## src/rtl/pipe_hazard_ctrl.sv

```systemverilog
// pipe_hazard_ctrl: stall/flush sequencer for the 5-stage pipeline with deferred I-miss redirect and perf counters
module pipe_hazard_ctrl #(
    parameter int CNT_W = 16,
    parameter int RA_W  = 5
) (
    input  logic              clk,
    input  logic              rst,
    input  logic [RA_W-1:0]   id_rs,
    input  logic [RA_W-1:0]   id_rt,
    input  logic              id_uses_rs,
    input  logic              id_uses_rt,
    input  logic              ex_memread,
    input  logic [RA_W-1:0]   ex_rt,
    input  logic              branch_taken,
    input  logic [31:0]       branch_target,
    input  logic              icache_stall,
    input  logic              dcache_stall,
    input  logic              perf_clr,
    output logic              pc_en,
    output logic              redirect_valid,
    output logic [31:0]       redirect_pc,
    output logic              ifid_en,
    output logic              ifid_flush,
    output logic              idex_en,
    output logic              idex_flush,
    output logic              exmem_en,
    output logic              memwb_en,
    output logic [CNT_W-1:0]  stall_cnt,
    output logic [CNT_W-1:0]  flush_cnt
);
    typedef enum logic [1:0] {RUN, IMISS, IMISS_REDIR} state_t;

    state_t      state, state_nx;
    logic [31:0] pend_pc, pend_nx;
    logic        load_use;

    assign load_use = ex_memread && ex_rt != '0 &&
                      ((id_uses_rs && id_rs == ex_rt) || (id_uses_rt && id_rt == ex_rt));

    // state, pending redirect target, and saturating performance counters
    always_ff @(posedge clk or posedge rst) begin
        if (rst) begin
            state     <= RUN;
            pend_pc   <= '0;
            stall_cnt <= '0;
            flush_cnt <= '0;
        end else begin
            state   <= state_nx;
            pend_pc <= pend_nx;
            if (perf_clr) begin
                stall_cnt <= '0;
                flush_cnt <= '0;
            end else begin
                if (!pc_en && !(&stall_cnt))
                    stall_cnt <= stall_cnt + 1'b1;
                if (redirect_valid && !(&flush_cnt))
                    flush_cnt <= flush_cnt + 1'b1;
            end
        end
    end

    // per-cycle enables/flushes: dcache freeze beats load-use, which beats fetch/redirect handling
    always_comb begin
        pc_en          = 1'b1;
        redirect_valid = 1'b0;
        redirect_pc    = '0;
        ifid_en        = 1'b1;
        ifid_flush     = 1'b0;
        idex_en        = 1'b1;
        idex_flush     = 1'b0;
        exmem_en       = 1'b1;
        memwb_en       = 1'b1;
        state_nx       = state;
        pend_nx        = pend_pc;
        if (rst) begin
            pc_en    = 1'b0;
            ifid_en  = 1'b0;
            idex_en  = 1'b0;
            exmem_en = 1'b0;
            memwb_en = 1'b0;
        end else if (dcache_stall) begin
            pc_en    = 1'b0;
            ifid_en  = 1'b0;
            idex_en  = 1'b0;
            exmem_en = 1'b0;
            memwb_en = 1'b0;
        end else if (load_use) begin
            pc_en      = 1'b0;
            ifid_en    = 1'b0;
            idex_flush = 1'b1;
        end else if (icache_stall) begin
            pc_en      = 1'b0;
            ifid_flush = 1'b1;
            if (branch_taken) begin
                pend_nx  = branch_target;
                state_nx = IMISS_REDIR;
            end else if (state == RUN) begin
                state_nx = IMISS;
            end
        end else if (state == IMISS_REDIR) begin
            redirect_valid = 1'b1;
            redirect_pc    = pend_pc;
            ifid_flush     = 1'b1;
            state_nx       = RUN;
        end else begin
            state_nx = RUN;
            if (branch_taken) begin
                redirect_valid = 1'b1;
                redirect_pc    = branch_target;
                ifid_flush     = 1'b1;
            end
        end
    end
endmodule

```

## config.mk

```make
export PLATFORM = sky130hd
export DESIGN_NAME = pipe_hazard_ctrl
export DESIGN_NICKNAME = d
export VERILOG_FILES = /design/src/rtl/pipe_hazard_ctrl.sv
export SDC_FILE = /design/constraint.sdc
export NUM_CORES = 1
export LEC_CHECK = 0
export ABC_AREA = 1
export ABC_CLOCK_PERIOD_IN_PS = 2100
export BUFFER_PORTS_ARGS = -buffer_cell sky130_fd_sc_hd__buf_2
export CORE_MARGIN = 2
export CORE_UTILIZATION = 35
export CTS_BUF_LIST = sky130_fd_sc_hd__clkbuf_4 sky130_fd_sc_hd__clkbuf_8 sky130_fd_sc_hd__clkbuf_16
export DETAILED_ROUTE_END_ITERATION = 8
export GPL_TIMING_DRIVEN = 0
export PLACE_DENSITY = 0.61
export SLEW_MARGIN = 20
export SYNTH_ARGS = -nofsm -noshare
export SYNTH_HDL_FRONTEND = slang
export SYNTH_SLANG_ARGS = --single-unit
```

## constraint.sdc

```tcl
create_clock -name clk -period 2.1 [get_ports clk]
set_input_delay 0.105 -clock clk [delete_from_list [all_inputs] [get_ports clk]]
set_output_delay 0.105 -clock clk [all_outputs]
set_load 0.03 [all_outputs]
```

==> impl_results.md <==
* Share of the synthesized area in the top cell type at 0.3757
* GP Congestion at 0.8725
* DRT iter0 DRCs at 200
* Async set-reset flop share out of synthesis at 1.000
* Syn Inst Count at 569
* Worst path top cell family by delay: buffers and inverters
* Port Buffers at 127
* Unrepaired setup endpoints after global routing: false
* Setup slack at placement at 0.1582 ns
* Area fraction in and, or, nand and nor cells after synthesis at 0.2963
* CTS Buf Count at 9
* Final setup slack of the worst path at 0.1195 ns
* Sequential power share at 0.379
* Vias at around 4.2k
* Detail Placement HPWL at just under 9000 µm
* Leakage power at ~3.0 nW
* Final Power at 3.884 mW
* Worst-path fanout max at 10
* Worst Setup Start Kind: flip-flop
* H-tree depth at 3
* DRT Pass-1 Iters at 5
* Worst clock skew at 0.004615 ns
* Share of cells above drive strength 1 at 0.3301
* Crit path largest cell delay at between 0.4 and 0.5 ns
* Largest net degree at the start of global routing at 57
* Main combinational cell family by area after synthesis: simple AND/OR/NAND/NOR gates
* GRT Total Usage at 0.1755
* N_diodes at 0
* Hold Violations, Final at 0
* CP arrival at 1.88 ns
* Vias in the first global route at 4,084
* EDFF count, synth at 0
* Worst-path cell chain: nor2_4 -> clkbuf_2 -> a21oi_1 -> a211oi_1 -> buf_2
* Max rail drop VDD at 0.0003636 V
* Final nets at slightly below 800
* F_max at around 500 MHz
* Vias per cell at 4.751
* Max-Cap Viols at 0
* Starting Density at 0.3629
* CTS Root Buffer Type: clkbuf_16
* Pint at 2.789 mW
* Mapped Nets at 627
* Antenna Nets Post-Route at 0
* CTS tree: yes
* Die height at 116.1 µm
* Synth Area in Compound Gates at 0.1512
* Status: finished, final reports clean
* Initial antenna violation count at 0
* Max_slew headroom at 0.5748
* Synth Register Bits at 66
* Drt wl/cell at 12.92 µm
* DRC viols at 0
* Combinational share of power at 0.197
* Final setup vio count at 0
* Final-layout fill cell count at 1,262
* Ports at around 130
* Synth unique cells at 39
* Clk_lat worst skew at 0.33 ns
* Dominant cells by area after synthesis: dfrtp_1, nand2_1, nand3_1, inv_1, xor2_1
* Clock Power Share at 0.424
* Post-synth top area cell: dfrtp_1
* Slew @ Worst Pin at 0.6378 ns
* Max stage delay cell, worst path: dfrtp_1
* Die Area at approximately 13,000 µm²
* Row count at 40
* Mux cell area share after synthesis at 0
* Sequential area share after synthesis at 0.3757
* Most used DFF post-synth: dfrtp_1
* Tcrit/Tclk final at 0.9431
* Detailed Route WL at about 12,000 µm
* Area Growth Syn to Fin at 30.12%
* Setup Crit Path Kind: flip-flop to output pin
* Tmin final at around 2 ns
* Mean Syn Cell Area at 7.725 µm²
* Reg clk slew, reported paths at 0.05 ns
* Power Dens Cells at 679.1 nW/µm²
* Mapped cell area at between 4000 and 5000 µm²
* Area share of fa/ha/maj cells after synthesis at 0.005693
* Hold Path Class: input port to flip-flop
* Req. time, crit path at 2.00 ns
* First-pass GRT wire length at 19,150 µm
* Final setup TNS at 0 ns
* Grt total ovfl at 0
* Core area at 12,110 µm²
* Setup crit end kind: output pin
* NetSw at 1.095 mW
* Max Slew Vio Count at 0
* CTS Sinks at 66
* Switching Share at 0.2820
* Crit path buffers/inverters at 2
* Chip width at 116.1 µm
* Max Buffers Root-to-Sink at 2
* Synth warn at 0
* Xor/xnor share of the synthesized area at 0.04981
## flip-flops by register name (all words and copies together), names as in the netlist
name / cells
pend_pc: 32
state: 2
flush_cnt: 16
stall_cnt: 16
## worst reg2reg max path: stages (launching register included)
cell and delay [ns]:
dfrtp_1 0.42, ha_1 0.21, nand2_1 0.09, nor2_2 0.19, nand3_2 0.14, nor2_4 0.14, nand3_2 0.10, nand2_4 0.15
inv_4 0.07, buf_6 0.15, nand3b_2 0.07, nand2_1 0.06
## cell type report
cell class | count | area (µm²) | share of cell area
inverter | 87 | 336.6 | 0.05885
clock buffer | 12 | 254.0 | 0.04441
multi-input combinational | 387 | 2227 | 0.3894
tap | 168 | 210.2 | 0.03675
timing repair buffer | 138 | 760.7 | 0.1330
clock inverter | 4 | 75.07 | 0.01313
sequential | 66 | 1653 | 0.2890
buffer | 30 | 202.7 | 0.03544
## per-layer routing
metal  vias up  routed length [µm]  track usage
met5         -                   0            0
met1      1962                5310       0.2255
met3        11                 631      0.03923
met4         0                 109      0.04206
li1       2150                   -            -
met2       115                5473       0.3018
## stage by stage
step                area (µm²)  utilization  instances  hold WS, ns
floorplan                 4395            -        569       0.2138
global placement          5241       0.4327        864       0.3271
detailed placement        5271       0.4352        865      0.04677
CTS                       5689       0.4697        889    0.0006752
global route              5719       0.4722        892      0.01265
finish                    5719       0.4722        892     0.009993
## final timing paths
| path | start | slack (ns) | cells after the start | endpoint |
|---|---|---|---|---|
| setup / recovery | state[0] | 0.12 | 5 | redirect_pc[4] |
| hold / removal | branch_target[0] | 0.01 | 3 | pend_pc[0] |
| setup reg to reg | stall_cnt[1] | 0.18 | 11 | stall_cnt[9] |
| hold reg to reg | pend_pc[27] | 0.48 | 2 | pend_pc[27] |
| max in group asynchronous | rst | 1.25 | 4 | stall_cnt[0] |
| min in group asynchronous | rst | 0.30 | 3 | flush_cnt[7] |
## cells by family (layout without fill, tap and decap cells)
family,Yosys count,after routing
buf+inv,117,271
compound gates,106,106
fa+ha+maj,2,2
flops,66,66
simple gates,253,254
xor+xnor,25,25
## cells in the mapped netlist (all sizes together), types with 5 or more instances
master	n
nand3b	12
xor2	23
inv	86
nand2	119
o21ai	49
clkbuf	10
a211oi	26
a21oi	29
buf	20
dfrtp	66
nor2	42
nand4	5
nand3	69
nor3	6
## what timing repair did
item	in CTS	in global routing
resized for setup	4	3
hold buffers	8	0
pin swaps	0	1
endpoints found under the setup margin	26	13
endpoints found under the hold margin	67	0
cloned	0	1
setup buffers	0	2
## power groups by stage
stage	clock network, mW	logic, mW	registers [mW]
5_1_grt	1.74	0.861	1.49
3_3_place_gp	0	0.709	1.49
2_1_floorplan	0	0.506	1.49
4_1_cts	1.68	0.760	1.47
6_report	1.65	0.764	1.47
3_5_place_dp	0	0.740	1.49
## cells in the final DEF, fill, tap and decap left out, types with 16 or more instances in the layout
cell type / netlist / layout
dfrtp_1: 66 / 65
nor2_1: 35 / 35
a21oi_1: 28 / 28
nand2_1: 102 / 102
nand2_2: 16 / 16
buf_2: 6 / 132
a211oi_1: 26 / 25
nand3_1: 63 / 63
o21ai_0: 16 / 16
inv_1: 75 / 74
o21ai_1: 19 / 19
xor2_1: 23 / 23
No activity file was read; power rests on OpenSTA's default activity.
